==> src/rtl/pathfinder_pkg.sv <==
// Shared types and constants for the lazy-Dijkstra relax engine.
package pathfinder_pkg;

  localparam logic [15:0] INF     = 16'hFFFF;
  localparam logic        PQ_POP  = 1'b0;
  localparam logic        PQ_PUSH = 1'b1;

  typedef struct packed {
    logic [15:0] dst;
    logic [15:0] weight;
  } edge_t;

  typedef struct packed {
    logic [15:0] start;
    logic [15:0] count;
  } off_t;

  typedef enum logic [3:0] {
    S_IDLE, S_CLEAR, S_SEED, S_CHECK, S_POP, S_POP_WAIT, S_VISIT,
    S_OFF_RD, S_EDGE_RD, S_DIST_RD, S_RELAX, S_PUSH, S_PUSH_WAIT, S_DONE
  } state_e;

  // Candidate distance; a carry out of bit 15 clamps to INF.
  function automatic logic [15:0] sat_add(input logic [15:0] a, input logic [15:0] b);
    logic [16:0] s;
    s = {1'b0, a} + {1'b0, b};
    return s[16] ? INF : s[15:0];
  endfunction

endpackage

==> src/rtl/visited_bitmap.sv <==
// One flop per vertex: combinational read, single-bit set, bulk clear.
module visited_bitmap #(
  parameter int N = 256
) (
  input  logic        clk,
  input  logic        reset,
  input  logic        clr,
  input  logic        set,
  input  logic [15:0] set_idx,
  input  logic [15:0] rd_idx,
  output logic        rd_bit
);
  localparam int          AW  = (N > 1) ? $clog2(N) : 1;
  localparam logic [15:0] N16 = 16'(N);

  logic [N-1:0] bits;

  always_ff @(posedge clk or negedge reset) begin
    if (!reset)                     bits <= '0;
    else if (clr)                   bits <= '0;
    else if (set && set_idx < N16)  bits[set_idx[AW-1:0]] <= 1'b1;
  end

  // Out-of-range ids read as unvisited; callers never act on them.
  assign rd_bit = (rd_idx < N16) ? bits[rd_idx[AW-1:0]] : 1'b0;

endmodule

==> src/rtl/dijkstra_relax_engine.sv <==
// Lazy Dijkstra initiator: pops min entry, walks CSR adjacency, pushes improved neighbours.
module dijkstra_relax_engine
  import pathfinder_pkg::*;
#(
  parameter int NUM_VERTICES = 256,
  parameter int QUEUE_DEPTH  = 64,
  parameter int PQ_LATENCY   = 3
) (
  input  logic        clk,
  input  logic        reset,
  input  logic        start,
  input  logic [15:0] src,
  input  logic [15:0] target,
  output logic        busy,
  output logic        done,
  output logic        found,
  output logic        error,
  output logic [15:0] path_dist,
  output logic        pq_opcode,
  output logic        pq_op_en,
  output logic [15:0] pq_vertex,
  output logic [15:0] pq_prev_vertex,
  output logic [15:0] pq_dist,
  input  logic [15:0] pq_queue_length,
  input  logic [15:0] pq_pop_vertex,
  input  logic [15:0] pq_pop_prev,
  input  logic [15:0] pq_pop_dist,
  output logic [15:0] off_rd_addr,
  input  logic [31:0] off_rd_data,
  output logic [15:0] edge_rd_addr,
  input  logic [31:0] edge_rd_data,
  output logic [15:0] dist_rd_addr,
  input  logic [15:0] dist_rd_data,
  output logic        dist_wr_en,
  output logic [15:0] dist_wr_addr,
  output logic [15:0] dist_wr_data,
  output logic [15:0] prev_wr_data
);
  localparam logic [15:0] NV16     = 16'(NUM_VERTICES);
  localparam logic [15:0] QD16     = 16'(QUEUE_DEPTH);
  localparam logic [7:0]  LAT_LAST = 8'(PQ_LATENCY - 1);

  state_e      state;
  logic [15:0] src_q, tgt_q, clr_idx, cur_v, cur_d, dist_q;
  logic [16:0] edge_ptr, edge_end, next_ptr;
  edge_t       edge_q, edge_w;
  off_t        off_w;
  logic [7:0]  lat_cnt;
  logic        phase, seeding;
  logic        vis_hit, vis_set, vis_clr;
  logic [15:0] vis_idx, new_dist;
  logic        unused_pop_prev;

  assign off_w    = off_t'(off_rd_data);
  assign edge_w   = edge_t'(edge_rd_data);
  assign next_ptr = edge_ptr + 17'd1;
  assign new_dist = sat_add(cur_d, edge_q.weight);
  assign vis_idx  = (state == S_VISIT) ? pq_pop_vertex : edge_q.dst;
  assign vis_set  = (state == S_VISIT) && !vis_hit;
  assign vis_clr  = (state == S_IDLE) && start;
  assign unused_pop_prev = ^pq_pop_prev;

  visited_bitmap #(.N(NUM_VERTICES)) u_visited (
    .clk     (clk),
    .reset   (reset),
    .clr     (vis_clr),
    .set     (vis_set),
    .set_idx (pq_pop_vertex),
    .rd_idx  (vis_idx),
    .rd_bit  (vis_hit)
  );

  always_ff @(posedge clk or negedge reset) begin
    if (!reset) begin
      state <= S_IDLE;
      busy <= 1'b0; done <= 1'b0; found <= 1'b0; error <= 1'b0; path_dist <= INF;
      pq_opcode <= PQ_POP; pq_op_en <= 1'b0;
      pq_vertex <= '0; pq_prev_vertex <= '0; pq_dist <= '0;
      off_rd_addr <= '0; edge_rd_addr <= '0; dist_rd_addr <= '0;
      dist_wr_en <= 1'b0; dist_wr_addr <= '0; dist_wr_data <= '0; prev_wr_data <= '0;
      src_q <= '0; tgt_q <= '0; clr_idx <= '0; cur_v <= '0; cur_d <= '0; dist_q <= '0;
      edge_ptr <= '0; edge_end <= '0; edge_q <= '0;
      lat_cnt <= '0; phase <= 1'b0; seeding <= 1'b0;
    end else begin
      pq_op_en   <= 1'b0;
      dist_wr_en <= 1'b0;
      done       <= 1'b0;
      case (state)
        S_IDLE: if (start) begin
          src_q <= src; tgt_q <= target;
          busy <= 1'b1; found <= 1'b0; error <= 1'b0; path_dist <= INF;
          clr_idx <= '0;
          state <= S_CLEAR;
        end
        S_CLEAR: begin
          dist_wr_en <= 1'b1; dist_wr_addr <= clr_idx;
          dist_wr_data <= INF; prev_wr_data <= clr_idx;
          clr_idx <= clr_idx + 16'd1;
          if (clr_idx == NV16 - 16'd1) state <= S_SEED;
        end
        S_SEED: begin
          pq_vertex <= src_q; pq_prev_vertex <= src_q; pq_dist <= '0;
          seeding <= 1'b1;
          state <= S_PUSH;
        end
        // The dist/prev write rides with the push strobe so an overflow leaves RAM untouched.
        S_PUSH: if (pq_queue_length >= QD16) begin
          error <= 1'b1;
          state <= S_DONE;
        end else begin
          pq_op_en <= 1'b1; pq_opcode <= PQ_PUSH;
          dist_wr_en <= 1'b1; dist_wr_addr <= pq_vertex;
          dist_wr_data <= pq_dist; prev_wr_data <= pq_prev_vertex;
          lat_cnt <= '0;
          state <= S_PUSH_WAIT;
        end
        S_PUSH_WAIT: if (lat_cnt != LAT_LAST) lat_cnt <= lat_cnt + 8'd1;
          else if (seeding) begin
            seeding <= 1'b0;
            state <= S_CHECK;
          end else if (next_ptr == edge_end) state <= S_CHECK;
          else begin
            edge_ptr <= next_ptr; edge_rd_addr <= next_ptr[15:0]; phase <= 1'b0;
            state <= S_EDGE_RD;
          end
        S_CHECK: state <= (pq_queue_length == '0) ? S_DONE : S_POP;
        S_POP: begin
          pq_op_en <= 1'b1; pq_opcode <= PQ_POP;
          lat_cnt <= '0;
          state <= S_POP_WAIT;
        end
        S_POP_WAIT: if (lat_cnt != LAT_LAST) lat_cnt <= lat_cnt + 8'd1;
          else state <= S_VISIT;
        S_VISIT: if (vis_hit) state <= S_CHECK;
          else begin
            cur_v <= pq_pop_vertex; cur_d <= pq_pop_dist;
            if (pq_pop_vertex == tgt_q) begin
              found <= 1'b1; path_dist <= pq_pop_dist;
              state <= S_DONE;
            end else begin
              off_rd_addr <= pq_pop_vertex; phase <= 1'b0;
              state <= S_OFF_RD;
            end
          end
        // Read states: phase 0 presents the address, phase 1 consumes the RAM data.
        S_OFF_RD: if (!phase) phase <= 1'b1;
          else begin
            phase <= 1'b0;
            edge_ptr <= {1'b0, off_w.start};
            edge_end <= {1'b0, off_w.start} + {1'b0, off_w.count};
            edge_rd_addr <= off_w.start;
            state <= (off_w.count == '0) ? S_CHECK : S_EDGE_RD;
          end
        S_EDGE_RD: if (!phase) phase <= 1'b1;
          else begin
            phase <= 1'b0;
            edge_q <= edge_w;
            if (edge_w.dst < NV16) begin
              dist_rd_addr <= edge_w.dst;
              state <= S_DIST_RD;
            end else if (next_ptr == edge_end) state <= S_CHECK;
            else begin
              edge_ptr <= next_ptr; edge_rd_addr <= next_ptr[15:0];
            end
          end
        S_DIST_RD: if (!phase) phase <= 1'b1;
          else begin
            phase <= 1'b0;
            dist_q <= dist_rd_data;
            state <= S_RELAX;
          end
        // Strict less-than against a stored value <= INF also keeps a saturated INF out of the queue.
        S_RELAX: if (!vis_hit && new_dist < dist_q) begin
            pq_vertex <= edge_q.dst; pq_prev_vertex <= cur_v; pq_dist <= new_dist;
            state <= S_PUSH;
          end else if (next_ptr == edge_end) state <= S_CHECK;
          else begin
            edge_ptr <= next_ptr; edge_rd_addr <= next_ptr[15:0]; phase <= 1'b0;
            state <= S_EDGE_RD;
          end
        S_DONE: begin
          done <= 1'b1; busy <= 1'b0;
          state <= S_IDLE;
        end
        default: state <= S_IDLE;
      endcase
    end
  end

endmodule

==> config.mk <==
export PLATFORM = sky130hd
export DESIGN_NAME = dijkstra_relax_engine
export DESIGN_NICKNAME = d
export VERILOG_FILES = /design/src/rtl/pathfinder_pkg.sv /design/src/rtl/visited_bitmap.sv /design/src/rtl/dijkstra_relax_engine.sv
export SDC_FILE = /design/constraint.sdc
export NUM_CORES = 1
export LEC_CHECK = 0
export ABC_AREA = 1
export BUFFER_PORTS_ARGS = -buffer_cell sky130_fd_sc_hd__buf_2
export CORE_ASPECT_RATIO = 0.8
export CORE_MARGIN = 3
export CORE_UTILIZATION = 30
export CTS_CLUSTER_SIZE = 40
export DETAILED_ROUTE_END_ITERATION = 8
export PLACE_DENSITY_LB_ADDON = 0.05
export SYNTH_ARGS = -nofsm -noshare
export SYNTH_HDL_FRONTEND = slang
export SYNTH_SLANG_ARGS = --single-unit
==> constraint.sdc <==
create_clock -name clk -period 3.9 [get_ports clk]
set_clock_uncertainty 0.05 [all_clocks]
set_input_delay 0.195 -clock clk [delete_from_list [all_inputs] [get_ports clk]]
set_output_delay 0.195 -clock clk [all_outputs]
set_load 0.1 [all_outputs]
### Yosys cells after proc, flatten, opt, wreduce, memory -nomap -nowiden

Cells that the tools add are included.

* bits in registers: 599
* logic and storage cells: 213

* $add $sub $neg: 5
* order comparisons: 8
* equality and inequality tests: 35
* mux-type cells: 88
* bitwise logic cells: 3
* reductions and logical operators: 42

Operators with widths (count)
* $mux 256: 2
* $mux 16: 19
* $or 256x256->256: 1
* $pmux 16 s2: 8
* $mux 17: 7
* $pmux 17 s4: 1
* $mux 4: 16
* $pmux 16 s4: 1
* $pmux 4 s13: 1
* $lt 16x9->1 const B: 3
* $add 16x16->17: 2
* $logic_not 16->1: 2
* $ne 2x2->1 const B: 15
* $eq 4x4->1 const B: 6
* $pmux 8 s3: 1
* $reduce_and 2->1: 11
* $mux 1: 20
* $lt 8x9->1 const B: 2
* $reduce_bool 2->1: 9
* $add 17x1->17 const B: 1
* $eq 17x17->1: 1
* $add 16x1->16 const B: 1
* $eq 16x16->1: 1
* $eq 16x8->1 const B: 1
* 28 further kinds: 49

### Depth between registers and ports, before layout

* depth after elaboration: 10
* mapped depth: 25

### Modules after synthesis

Synthesis repeated with hierarchy kept, for this count alone.

* cell total of the unflattened synthesis: 3613
* area, all modules: 28941.5 µm²

Modules (own cells, without submodules)
* dijkstra_relax_engine: times used 1, cells each 2115, area an instance 16950.0 µm², sequential area each 8202.9 µm²
* visited_bitmap: times used 1, cells each 1498, area an instance 11991.5 µm², sequential area each 6406.1 µm²

### Least setup slack after synthesis

No wires, ideal clock.

* path kind: register to register
* start: register cur_d[0]
* end: register pq_vertex[6]
* setup time: 69 ps
* arrival time: 3720 ps
* required time: 3781 ps
* path slack: 61 ps
* cell stages (with the launch flop): 24
* path buffers: 4
* clock period less this slack: 3839 ps
* path through: dfrtp_1 -> ha_1 -> fa_1 -> nand3_1 -> nand3_1 -> a21oi_1 -> o21ai_0 -> nand2_1 -> and2_1 -> clkbuf_1 -> clkbuf_1 -> nand2_1 -> ha_1 -> a21oi_1 -> nor2_1 -> a211oi_1 -> nand2_1 -> a21oi_1 -> nand3_2 -> nand2_1 -> buf_4 -> buf_4 -> nand2_1 -> nand2_1

* longest elaborated chain between the ends: 6

RTL lines
* from (decl): RTL line dijkstra_relax_engine.sv:44 `logic [15:0] src_q, tgt_q, clr_idx, cur_v, cur_d, dist_q;`
* from (signal assigned): RTL line dijkstra_relax_engine.sv:136 `cur_v <= pq_pop_vertex; cur_d <= pq_pop_dist;`
* $add 16x16->17: RTL line pathfinder_pkg.sv:26 `s = {1'b0, a} + {1'b0, b};`
* $mux 16: RTL line pathfinder_pkg.sv:27 `return s[16] ? INF : s[15:0];`
* $lt 16x16->1: RTL line dijkstra_relax_engine.sv:173 `S_RELAX: if (!vis_hit && new_dist < dist_q) begin`
* $logic_and 1x1->1: RTL line dijkstra_relax_engine.sv:173
* $ne 2x2->1 (no line)
* $reduce_and 2->1 (no line)
* to (signal assigned): RTL line dijkstra_relax_engine.sv:174 `pq_vertex <= edge_q.dst; pq_prev_vertex <= cur_v; pq_dist <= new_dist;`
* to (decl): RTL line dijkstra_relax_engine.sv:21 `output logic [15:0] pq_vertex,`

No other way between the ends.
A chain may end at the register's enable or synchronous reset.

### Worst setup path after layout

* start: register edge_q[0] in the netlist's numbering
* end: register pq_dist[0]

* longest elaborated chain between the ends: 6

RTL lines
* from (decl): RTL line dijkstra_relax_engine.sv:46 `edge_t edge_q, edge_w;`
* from (signal assigned): RTL line dijkstra_relax_engine.sv:157 `edge_q <= edge_w;`
* $add 16x16->17 *: RTL line pathfinder_pkg.sv:26
* $mux 16 *: RTL line pathfinder_pkg.sv:27
* $lt 16x16->1: RTL line dijkstra_relax_engine.sv:173
* $logic_and 1x1->1: RTL line dijkstra_relax_engine.sv:173
* $ne 2x2->1 (no line)
* $reduce_and 2->1 (no line)
* to (signal assigned): RTL line dijkstra_relax_engine.sv:174
* to (decl): RTL line dijkstra_relax_engine.sv:23 `output logic [15:0] pq_dist,`

Every way passes the cells marked *; elsewhere a longest branch is shown, timed or not. The select of a mux whose other input is x is not followed.

==> results.sh <==
export IMPL_syn_avg_cell_area_um2=7.50
export IMPL_grt_pass1_vias=27372
export IMPL_worstReg2RegEnd="pq_dist[0]"
export IMPL_nets=4755
export IMPL_dp_hpwl_mm=79.1
export IMPL_fill_cells=10596
export IMPL_clock_latency_ps=630
export IMPL_r2r_start="edge_q[0]"
export IMPL_largestRegisters="u_visited.bits: 256 flops, edge_q: 32 flops, edge_end: 17 flops"
export IMPL_powerDensity_nw_per_um2=766
export IMPL_ff2ff_setup_slack_ps=-20
export IMPL_drt_total_wl_mm=120
export IMPL_clk_pin_slew_ps=60
export IMPL_area_growth_pct=26.6
export IMPL_yosysWarnings=0
export IMPL_initial_core_util_pct=30.5
export IMPL_power_leakage_nw=17.8
export IMPL_seqCellArea_um2=14600
export IMPL_final_util_pct=38.7
export IMPL_antenna_found_initial=6
export IMPL_clockRootBuffer="clkbuf_16"
export IMPL_die_h_um=291
export IMPL_clock_sinks=583
export IMPL_grtUsageTotal_pct=22.1
export IMPL_final_antenna_net_count=0
export IMPL_hold_ws_ps=12.0
export IMPL_finalNonFillerCells=5890
export IMPL_cp_data_required_time_ps=4420
export IMPL_routedWlPerCell_um=20.4
export IMPL_irDropWorstVdd_mv=0.825
export IMPL_netlist_area_um2=30400
export IMPL_regMostFlops="u_visited.bits"
export IMPL_largest_reg_flops=256
export IMPL_maxSlewViolCount=0
export IMPL_synth_ff_type="dfrtp_1"
export IMPL_synth_seq_cells=583
export IMPL_rsz0062_at_grt="yes"
export IMPL_place_area_um2=33900
export IMPL_drt_iter0_drc=2072
export IMPL_dp_cells=5597
export IMPL_synth_cell_type_count=54
export IMPL_grt_max_degree=98
export IMPL_cts_buffers=71
export IMPL_numPortBuffers=329
export IMPL_yosysSeqAreaShare_pct=48.0
export IMPL_synth_most_common_cell="nand2_1"
export IMPL_io_pins=346
export IMPL_critPathMaxFanout=6
export IMPL_final_area_um2=38500
export IMPL_synth_common_cells="1206 x nand2_1, 567 x dfrtp_1, 454 x inv_1"
export IMPL_worstPathArrival_ps=4430
export IMPL_htreeDepth=3
export IMPL_setup_viol=9
export IMPL_fmax_ghz=0.255
export IMPL_grt_overflow_total=0
export IMPL_die_area_um2=105000
export IMPL_rows=103
export IMPL_violations="setup timing"
export IMPL_cap_violations=0
export IMPL_synth_edf_count=0
export IMPL_endpoint_kind="flip-flop"
export IMPL_crit_path_start_kind="flip-flop"
export IMPL_drive_gt1_share_pct=15.7
export IMPL_drc=0
export IMPL_multi_input_area_um2=13300
export IMPL_min_to="error"
export IMPL_first_pass_iters=7
export IMPL_cts_tree="done"
export IMPL_core_area_um2=99600
export IMPL_gp_congestion=0.820
export IMPL_viasPerCell=4.77
export IMPL_critPathKind="reg -> reg"
export IMPL_clock_path_buffers=3
export IMPL_synth_top_area_cell="dfrtp_1"
export IMPL_finalCriticalPeriod_ps=3920
export IMPL_synth_area_top_cells="dfrtp_1 47%, nand2_1 15%, a21oi_1 5.8%, nand3_1 5.7%, inv_1 5.6%"
export IMPL_hp_class="in -> reg"
export IMPL_async_flop_share_pct=100
export IMPL_relSlewSlack_pct=24.7
export IMPL_syn_nets=4291
export IMPL_setup_slack_ps=-17.8
export IMPL_tightest_slew_ps=1130
export IMPL_die_w_um=362
export IMPL_synthCells=4059
export IMPL_num_vias=28109
export IMPL_status="complete, but fails checks"
export IMPL_synth_top_cell_area_share_pct=46.6
export IMPL_r2r_cells=23
export IMPL_grt_pass1_wl_mm=178
export IMPL_hold_start="pq_queue_length[15]"
export IMPL_hold_viol=0
export IMPL_min_period_over_period_pct=100
export IMPL_pre_cts_slack_ps=-465
export IMPL_hold_depth=5
power by group:
group          switching [mW]  internal (mW)
Combinational            10.2           4.36
Clock                    2.79           4.03
Sequential              0.933           7.25
worst max-delay path by stage:
stage                          from              end  slack [ps]  depth (start not counted)
after CTS                  cur_d[0]      pq_dist[15]         0.4                         23
after floorplan            cur_d[0]     pq_vertex[6]          60                         23
final                     edge_q[0]       pq_dist[0]         -20                         23
after global routing      edge_q[0]       pq_dist[5]        -220                         23
after global placement     cur_d[0]     edge_ptr[15]        -380                         22
after detailed placement   cur_d[0]  edge_rd_addr[0]        -460                         22
metrics by stage:
stage               total power [mW]  setup TNS, ps
floorplan                       17.2              0
global placement                21.6         -21480
detailed placement              21.6         -27150
CTS                             29.1              0
global route                    31.3         -12250
finish                          29.5          -98.3
area by class of cell:
| class | count | area share, % |
|---|---|---|
| sequential | 583 | 37.9 |
| multi-input combinational | 2787 | 34.5 |
| inverter | 459 | 4.56 |
| clock buffer | 111 | 5.64 |
| clock inverter | 16 | 0.448 |
| antenna | 1 | 0.00649 |
| timing repair buffer | 621 | 12.7 |
| tap | 1312 | 4.26 |
layout by cell type, fill, tap and decap left out, types with 13 or more instances in the layout:
| cell type | netlist | layout |
|---|---|---|
| dfrtp_1 | 567 | 566 |
| a31oi_1 | 40 | 39 |
| nor2_1 | 441 | 436 |
| nand3_1 | 345 | 333 |
| buf_2 | 39 | 328 |
| o21ai_1 | 31 | 28 |
| nand2_1 | 1206 | 1185 |
| o21ai_0 | 102 | 93 |
| inv_1 | 454 | 453 |
| nand4_1 | 23 | 23 |
| clkbuf_1 | 124 | 20 |
| clkbuf_16 | 0 | 85 |
| ha_1 | 51 | 47 |
| o211ai_1 | 27 | 27 |
| nand2_2 | 5 | 19 |
| buf_4 | 42 | 109 |
| xor2_1 | 30 | 30 |
| o21ai_2 | 2 | 13 |
| dlygate4sd3_1 | 0 | 131 |
| buf_12 | 0 | 29 |
| dfstp_2 | 16 | 16 |
| a21oi_1 | 352 | 346 |
| nor3_1 | 15 | 14 |
| nor4_1 | 19 | 19 |
| clkbuf_8 | 0 | 16 |
worst max-delay path, cell delays in order (launching register included):
cell,delay (ps)
dfrtp_1,380
ha_2,210
fa_2,430
nand3_4,90
nand3_4,80
a21oi_4,140
o21ai_2,80
nand2_1,90
and2_4,150
a21boi_2,160
o21ai_2,80
ha_1,340
nand2_2,90
nor2_2,50
a211oi_2,190
o221ai_2,140
a21oi_2,220
buf_6,160
nand3_4,100
buf_12,170
nand2_8,130
clkbuf_16,180
nand3_1,60
nand2_1,80
kinds of logic (layout without fill, tap and decap cells):
group | count (synthesis) | in the layout | share of synthesized area (%)
DFF | 583 | 583 | 48.0
AOI/OAI and AO/OA | 606 | 606 | 10.9
adders and majority gates | 53 | 53 | 2.23
buffers and inverters | 689 | 1207 | 9.62
other | 0 | 1 | 0
xor gates and xnor gates | 39 | 39 | 1.12
and+or+nand+nor | 2084 | 2084 | 27.9
muxes | 5 | 5 | 0.181
per-layer routing:
layer / GRT usage, % / part of all wire (%)
met4: 3.92 / 1.6
met5: 0 / 0
met3: 3.96 / 5.5
met2: 33.1 / 43
met1: 33.5 / 50
what timing repair did:
action,4_1_cts,5_1_grt
pin swaps,9,27
setup endpoints to repair,69,258
buffers inserted,4,15
gates cloned,4,11
resized for setup,38,67
hold buffers,131,0
endpoints found under the hold margin,225,0
No activity file was read; power rests on OpenSTA's default activity.
